===== src/rtl/moving_avg_pkg.sv =====
// Shared defaults for the moving-average filter and its running-sum width helper.
package moving_avg_pkg;

  localparam int unsigned DefDataW     = 8;
  localparam int unsigned DefLog2Depth = 5;
  localparam int unsigned DefOutlierTh = 16;

  // The sum of 2**log2_depth samples of data_w bits fits in data_w + log2_depth bits.
  function automatic int unsigned sum_width(input int unsigned data_w,
                                            input int unsigned log2_depth);
    return data_w + log2_depth;
  endfunction

endpackage


===== src/rtl/movavg_ring_buf.sv =====
// Sample window storage: combinational read and synchronous write at the same pointer.
module movavg_ring_buf
  import moving_avg_pkg::*;
#(
  parameter int unsigned DATA_W     = DefDataW,
  parameter int unsigned LOG2_DEPTH = DefLog2Depth
) (
  input  logic                  clk,
  input  logic                  we,
  input  logic [LOG2_DEPTH-1:0] addr,
  input  logic [DATA_W-1:0]     wdata,
  output logic [DATA_W-1:0]     rdata
);

  logic [DATA_W-1:0] mem [2**LOG2_DEPTH];

  // No reset: stale entries are never subtracted until the window has refilled.
  always_ff @(posedge clk) begin
    if (we) begin
      mem[addr] <= wdata;
    end
  end

  assign rdata = mem[addr];

endmodule


===== src/rtl/moving_avg_filt.sv =====
// Boxcar moving-average filter over a 2**LOG2_DEPTH sample window.
// Optional outlier clamp enabled by defining MOVING_AVG_OUTLIER_CLAMP_EN.
module moving_avg_filt
  import moving_avg_pkg::*;
#(
  parameter int unsigned DATA_W     = DefDataW,
  parameter int unsigned LOG2_DEPTH = DefLog2Depth,
  parameter int unsigned OUTLIER_TH = DefOutlierTh
) (
  input  logic              clk,
  input  logic              reset,
  input  logic [DATA_W-1:0] raw_in,
  input  logic              in_valid,
  input  logic              flush,
  output logic [DATA_W-1:0] avg_out,
  output logic              out_valid,
  output logic              filled
);

  localparam int unsigned SUM_W = sum_width(DATA_W, LOG2_DEPTH);
  localparam int unsigned DEPTH = 2 ** LOG2_DEPTH;
  localparam int unsigned CNT_W = LOG2_DEPTH + 1;

  if (OUTLIER_TH > 2 ** DATA_W - 1) begin : g_th_range
    $error("OUTLIER_TH exceeds the sample range");
  end

  logic [SUM_W-1:0]      sum_q, sum_d;
  logic [LOG2_DEPTH-1:0] wr_ptr_q;
  logic [CNT_W-1:0]      fill_cnt_q, fill_cnt_d;
  logic [DATA_W-1:0]     avg_q;
  logic                  out_valid_q;
  logic [DATA_W-1:0]     sample;
  logic [DATA_W-1:0]     oldest;
  logic                  accept;

  assign accept = in_valid & ~flush;
  assign filled = (fill_cnt_q == CNT_W'(DEPTH));

`ifdef MOVING_AVG_OUTLIER_CLAMP_EN
  localparam logic [DATA_W:0] ThExt  = (DATA_W + 1)'(OUTLIER_TH);
  localparam logic [DATA_W:0] MaxExt = {1'b0, {DATA_W{1'b1}}};

  logic [DATA_W:0] avg_ext, raw_ext, lo, hi;

  always_comb begin
    avg_ext = {1'b0, avg_q};
    raw_ext = {1'b0, raw_in};
    lo      = (avg_ext > ThExt) ? avg_ext - ThExt : '0;
    hi      = (avg_ext + ThExt > MaxExt) ? MaxExt : avg_ext + ThExt;
    sample  = raw_in;
    if (filled) begin
      if (raw_ext < lo) begin
        sample = lo[DATA_W-1:0];
      end else if (raw_ext > hi) begin
        sample = hi[DATA_W-1:0];
      end
    end
  end
`else
  assign sample = raw_in;
`endif

  movavg_ring_buf #(
    .DATA_W    (DATA_W),
    .LOG2_DEPTH(LOG2_DEPTH)
  ) u_ring_buf (
    .clk  (clk),
    .we   (accept),
    .addr (wr_ptr_q),
    .wdata(sample),
    .rdata(oldest)
  );

  // Until filled, the slot at wr_ptr is stale and must not be subtracted.
  always_comb begin
    sum_d      = sum_q + SUM_W'(sample) - (filled ? SUM_W'(oldest) : '0);
    fill_cnt_d = filled ? fill_cnt_q : fill_cnt_q + 1'b1;
  end

  always_ff @(posedge clk) begin
    if (reset || flush) begin
      sum_q       <= '0;
      wr_ptr_q    <= '0;
      fill_cnt_q  <= '0;
      avg_q       <= '0;
      out_valid_q <= 1'b0;
    end else if (in_valid) begin
      sum_q       <= sum_d;
      wr_ptr_q    <= wr_ptr_q + 1'b1;
      fill_cnt_q  <= fill_cnt_d;
      avg_q       <= DATA_W'(sum_d >> LOG2_DEPTH);
      out_valid_q <= 1'b1;
    end else begin
      out_valid_q <= 1'b0;
    end
  end

  assign avg_out   = avg_q;
  assign out_valid = out_valid_q;

endmodule


===== config.mk =====
export PLATFORM = sky130hd
export DESIGN_NAME = moving_avg_filt
export DESIGN_NICKNAME = d
export VERILOG_FILES = /design/src/rtl/moving_avg_pkg.sv /design/src/rtl/movavg_ring_buf.sv /design/src/rtl/moving_avg_filt.sv
export SDC_FILE = /design/constraint.sdc
export NUM_CORES = 1
export LEC_CHECK = 0
export BUFFER_PORTS_ARGS = -buffer_cell sky130_fd_sc_hd__buf_2
export CAP_MARGIN = 40
export CORE_MARGIN = 3
export CORE_UTILIZATION = 35
export CTS_CLUSTER_SIZE = 10
export DETAILED_ROUTE_END_ITERATION = 16
export HOLD_SLACK_MARGIN = 0.15
export MAX_ROUTING_LAYER = met4
export SYNTH_ARGS = -nofsm -noshare
export SYNTH_HDL_FRONTEND = slang
export SYNTH_HIERARCHICAL = 1
export SYNTH_SLANG_ARGS = --single-unit

===== constraint.sdc =====
create_clock -name clk -period 5.18 [get_ports clk]
set_clock_uncertainty 0.05 [all_clocks]
set_input_delay 0.777 -clock clk [delete_from_list [all_inputs] [get_ports clk]]
set_output_delay 0.777 -clock clk [all_outputs]
set_load 0.05 [all_outputs]

==> flow_metrics.env <==
export IMPL_setup_tns_final_ns=0
export IMPL_power_leakage_nw=4.30
export IMPL_first_pass_iters=5
export IMPL_syn_area_um2=12000
export IMPL_power_total_w=0.00493
export IMPL_holdCritStartpoint="sum_q[12]"
export IMPL_max_slew_margin_rel=0.417
export IMPL_cts_setup_buffers=0
export IMPL_vdd_drop_max_mv=0.208
export IMPL_htree_levels=2
export IMPL_crit_chain="nand4bb_1 > o22ai_1 > nor4_1 > buf_4 > nand2_1 > and2_1 > fa_1 > inv_1 > ha_1 > o211ai_1 > a21o_1 > a21oi_1 > mux2_4 > a211o_1 > nand2_1"
export IMPL_rrSetupSlack_ns=0.47
export IMPL_start_util=0.356
export IMPL_min_path_type="reg -> reg"
export IMPL_antenna_cells=0
export IMPL_io_buffers=21
export IMPL_gr_total_overflow=0
export IMPL_grt_max_degree=39
export IMPL_drt_initial_drc_count=604
export IMPL_timing_hold_ws_ns=0.431
export IMPL_grt_pass1_vias=6533
export IMPL_synth_avg_cell_area_um2=14.9
export IMPL_cts_sinks=281
export IMPL_hold_viol_final=0
export IMPL_endpoint_kind="register"
export IMPL_drv_cap=0
export IMPL_reg2regPathDepth=15
export IMPL_drive_gt1_frac=0.110
export IMPL_cp_common_cell="nand2_1"
export IMPL_clk_path_buf_depth=3
export IMPL_die_y_um=191
export IMPL_power_frac_seq=0.507
export IMPL_die_w_um=191
export IMPL_maxSlewViolCount=0
export IMPL_area_delta_synth_final_pct=13.1
export IMPL_power_share_clock=0.428
export IMPL_drc=0
export IMPL_cpMaxStageDelayCell="dfxtp_1"
export IMPL_clk_latency_ns=0.52
export IMPL_hold_depth=2
export IMPL_antenna_found_initial=0
export IMPL_yosysSeqAreaShare=0.682
export IMPL_syn_nets=842
export IMPL_cts_tree="yes"
export IMPL_final_nets=870
export IMPL_path_max_fanout=25
export IMPL_ctsResizeCount=0
export IMPL_routed_wl_um=27300
export IMPL_synth_edf_count=256
export IMPL_fin_crit_sh=0.909
export IMPL_core_area_um2=33700
export IMPL_critPathMaxStageDelay_ns=0.84
export IMPL_setup_viol=0
export IMPL_p_sw_w=0.00110
export IMPL_syn_inst=806
export IMPL_rows=67
export IMPL_synth_seq_cells=281
export IMPL_critPathKind="reg -> reg"
export IMPL_worst_pin_slew_ns=0.873
export IMPL_dp_hpwl_um=17600
export IMPL_whs_endpoint="sum_q[12]"
export IMPL_r2r_start="wr_ptr_q[4]"
export IMPL_synth_cell_type_count=58
export IMPL_wl_per_cell_um=21.1
export IMPL_ctsHoldBuffers=0
export IMPL_io_pins=22
export IMPL_p_sw_frac=0.223
export IMPL_internal_power_w=0.00384
export IMPL_gr_usage_all_layers=0.155
export IMPL_combinationalPowerShare=0.065
export IMPL_rsz0062_at_grt="no"
export IMPL_clk_pin_slew_worst_paths_ns=0.06
export IMPL_ant_nets=0
export IMPL_fill_cells=3114
export IMPL_die_area_um2=36500
export IMPL_gp_congestion=0.812
export IMPL_crit_arrival_ns=5.12
export IMPL_dp_cells=1245
export IMPL_synthArstFlopShare=0
export IMPL_num_vias=6729
export IMPL_status="completed"
export IMPL_required_ns=5.59
export IMPL_final_cells=1294
export IMPL_max_freq_mhz=212
export IMPL_cts_buffers_inserted=35
export IMPL_crit_path_start_kind="register"
export IMPL_clockRootBuffer="clkbuf_16"
export IMPL_synth_warning_count=6
export IMPL_drt_vias_per_instance=5.20
export IMPL_p_per_area_nw_per_um2=363
export IMPL_synth_ff_type="edfxtp_1"
export IMPL_grt_pass1_wl_um=41300
export IMPL_r2r_end="sum_q[12]"
export IMPL_post_route_min_period_ns=4.71
## critical path, delay by kind of cell (launching register included)
family	cells	cell delay, ns
simple gates	5	1.37
compound gates	5	0.97
flops	1	0.84
fa+ha+maj	2	0.83
mux	1	0.33
buf+inv	2	0.23
## per-stage QoR
stage | util | cell area, um2 | setup slack (ns)
global route | 0.403 | 13600 | 0.268
floorplan | - | 12000 | 1.32
finish | 0.403 | 13600 | 0.469
global placement | 0.374 | 12600 | 0.539
CTS | 0.403 | 13600 | 0.479
detailed placement | 0.374 | 12600 | 0.523
## cell type report
class	instances	area (um2)	area share
multi-input combinational	434	3400	0.250
tap	448	561	0.0413
sequential	281	8190	0.603
clock buffer	42	902	0.0664
clock inverter	7	78.8	0.00581
inverter	41	154	0.0113
timing repair buffer	41	293	0.0216
## layout by cell type, fill, tap and decap left out, types with 8 or more instances in the layout
cell type  instances
xor2_1             8
and2_1             9
ha_1              16
edfxtp_1         256
nor2_1            56
a21oi_1           10
buf_2             21
inv_1             40
nor4_1            16
fa_1               8
buf_4             17
clkbuf_16         35
dfxtp_1           24
mux2i_1          137
o22ai_1           63
nand2_1           16
## flip-flops by register name (all words and copies together), names as in the netlist
register	cells
u_ring_buf/mem	256
sum_q	13
fill_cnt_q	6
wr_ptr_q	5
out_valid	1
## layer usage
| metal | GRT usage | part of all wire | wire, um |
|---|---|---|---|
| met2 | 0.226 | 0.44 | 12100 |
| met3 | 0.0337 | 0.067 | 1840 |
| met4 | 0.0347 | 0.018 | 504 |
| met5 | - | 0 | 0 |
| met1 | 0.222 | 0.47 | 12900 |
## cell families (layout without fill, tap and decap cells)
family,Yosys count,in the layout,synth area share
compound gates,102,102,0.0560
xor+xnor,15,15,0.0109
fa+ha+maj,24,24,0.0300
buf+inv,91,131,0.0346
flops,281,281,0.682
mux,138,138,0.116
simple gates,155,155,0.0707
## power by group through the flow
stage | registers (W) | clock network, W | logic [W]
after global routing | 0.00250 | 0.00227 | 0.000355
after global placement | 0.00255 | 0 | 0.000318
after detailed placement | 0.00255 | 0 | 0.000321
after CTS | 0.00250 | 0.00217 | 0.000323
after floorplan | 0.00254 | 0 | 0.000227
final | 0.00250 | 0.00211 | 0.000320
## worst max path at each step
stage / startpoint / to
2_1_floorplan: wr_ptr_q[1] / sum_q[12]
4_1_cts: wr_ptr_q[4] / sum_q[12]
5_1_grt: wr_ptr_q[4] / sum_q[12]
3_3_place_gp: wr_ptr_q[4] / sum_q[12]
3_5_place_dp: wr_ptr_q[4] / sum_q[12]
6_report: wr_ptr_q[4] / sum_q[12]
## cell usage after synthesis, drive strengths merged, types with 5 or more instances
cell / number / area share
nand3: 6 / 0.0025
mux2i: 137 / 0.11
a21oi: 11 / 0.0049
a21o: 7 / 0.0044
nor4: 16 / 0.0083
and3: 5 / 0.0027
clkbuf: 16 / 0.0051
nand4: 7 / 0.0036
buf: 34 / 0.017
edfxtp: 256 / 0.64
and2: 9 / 0.0047
ha: 16 / 0.017
xnor2: 7 / 0.0051
inv: 40 / 0.013
nand2: 16 / 0.0050
xor2: 8 / 0.0058
fa: 8 / 0.013
dfxtp: 25 / 0.042
nand4bb: 5 / 0.0047
nor3: 7 / 0.0029
o22ai: 64 / 0.034
nor2: 58 / 0.019
o21ai: 5 / 0.0021
Power figures use the tool's default switching activity.
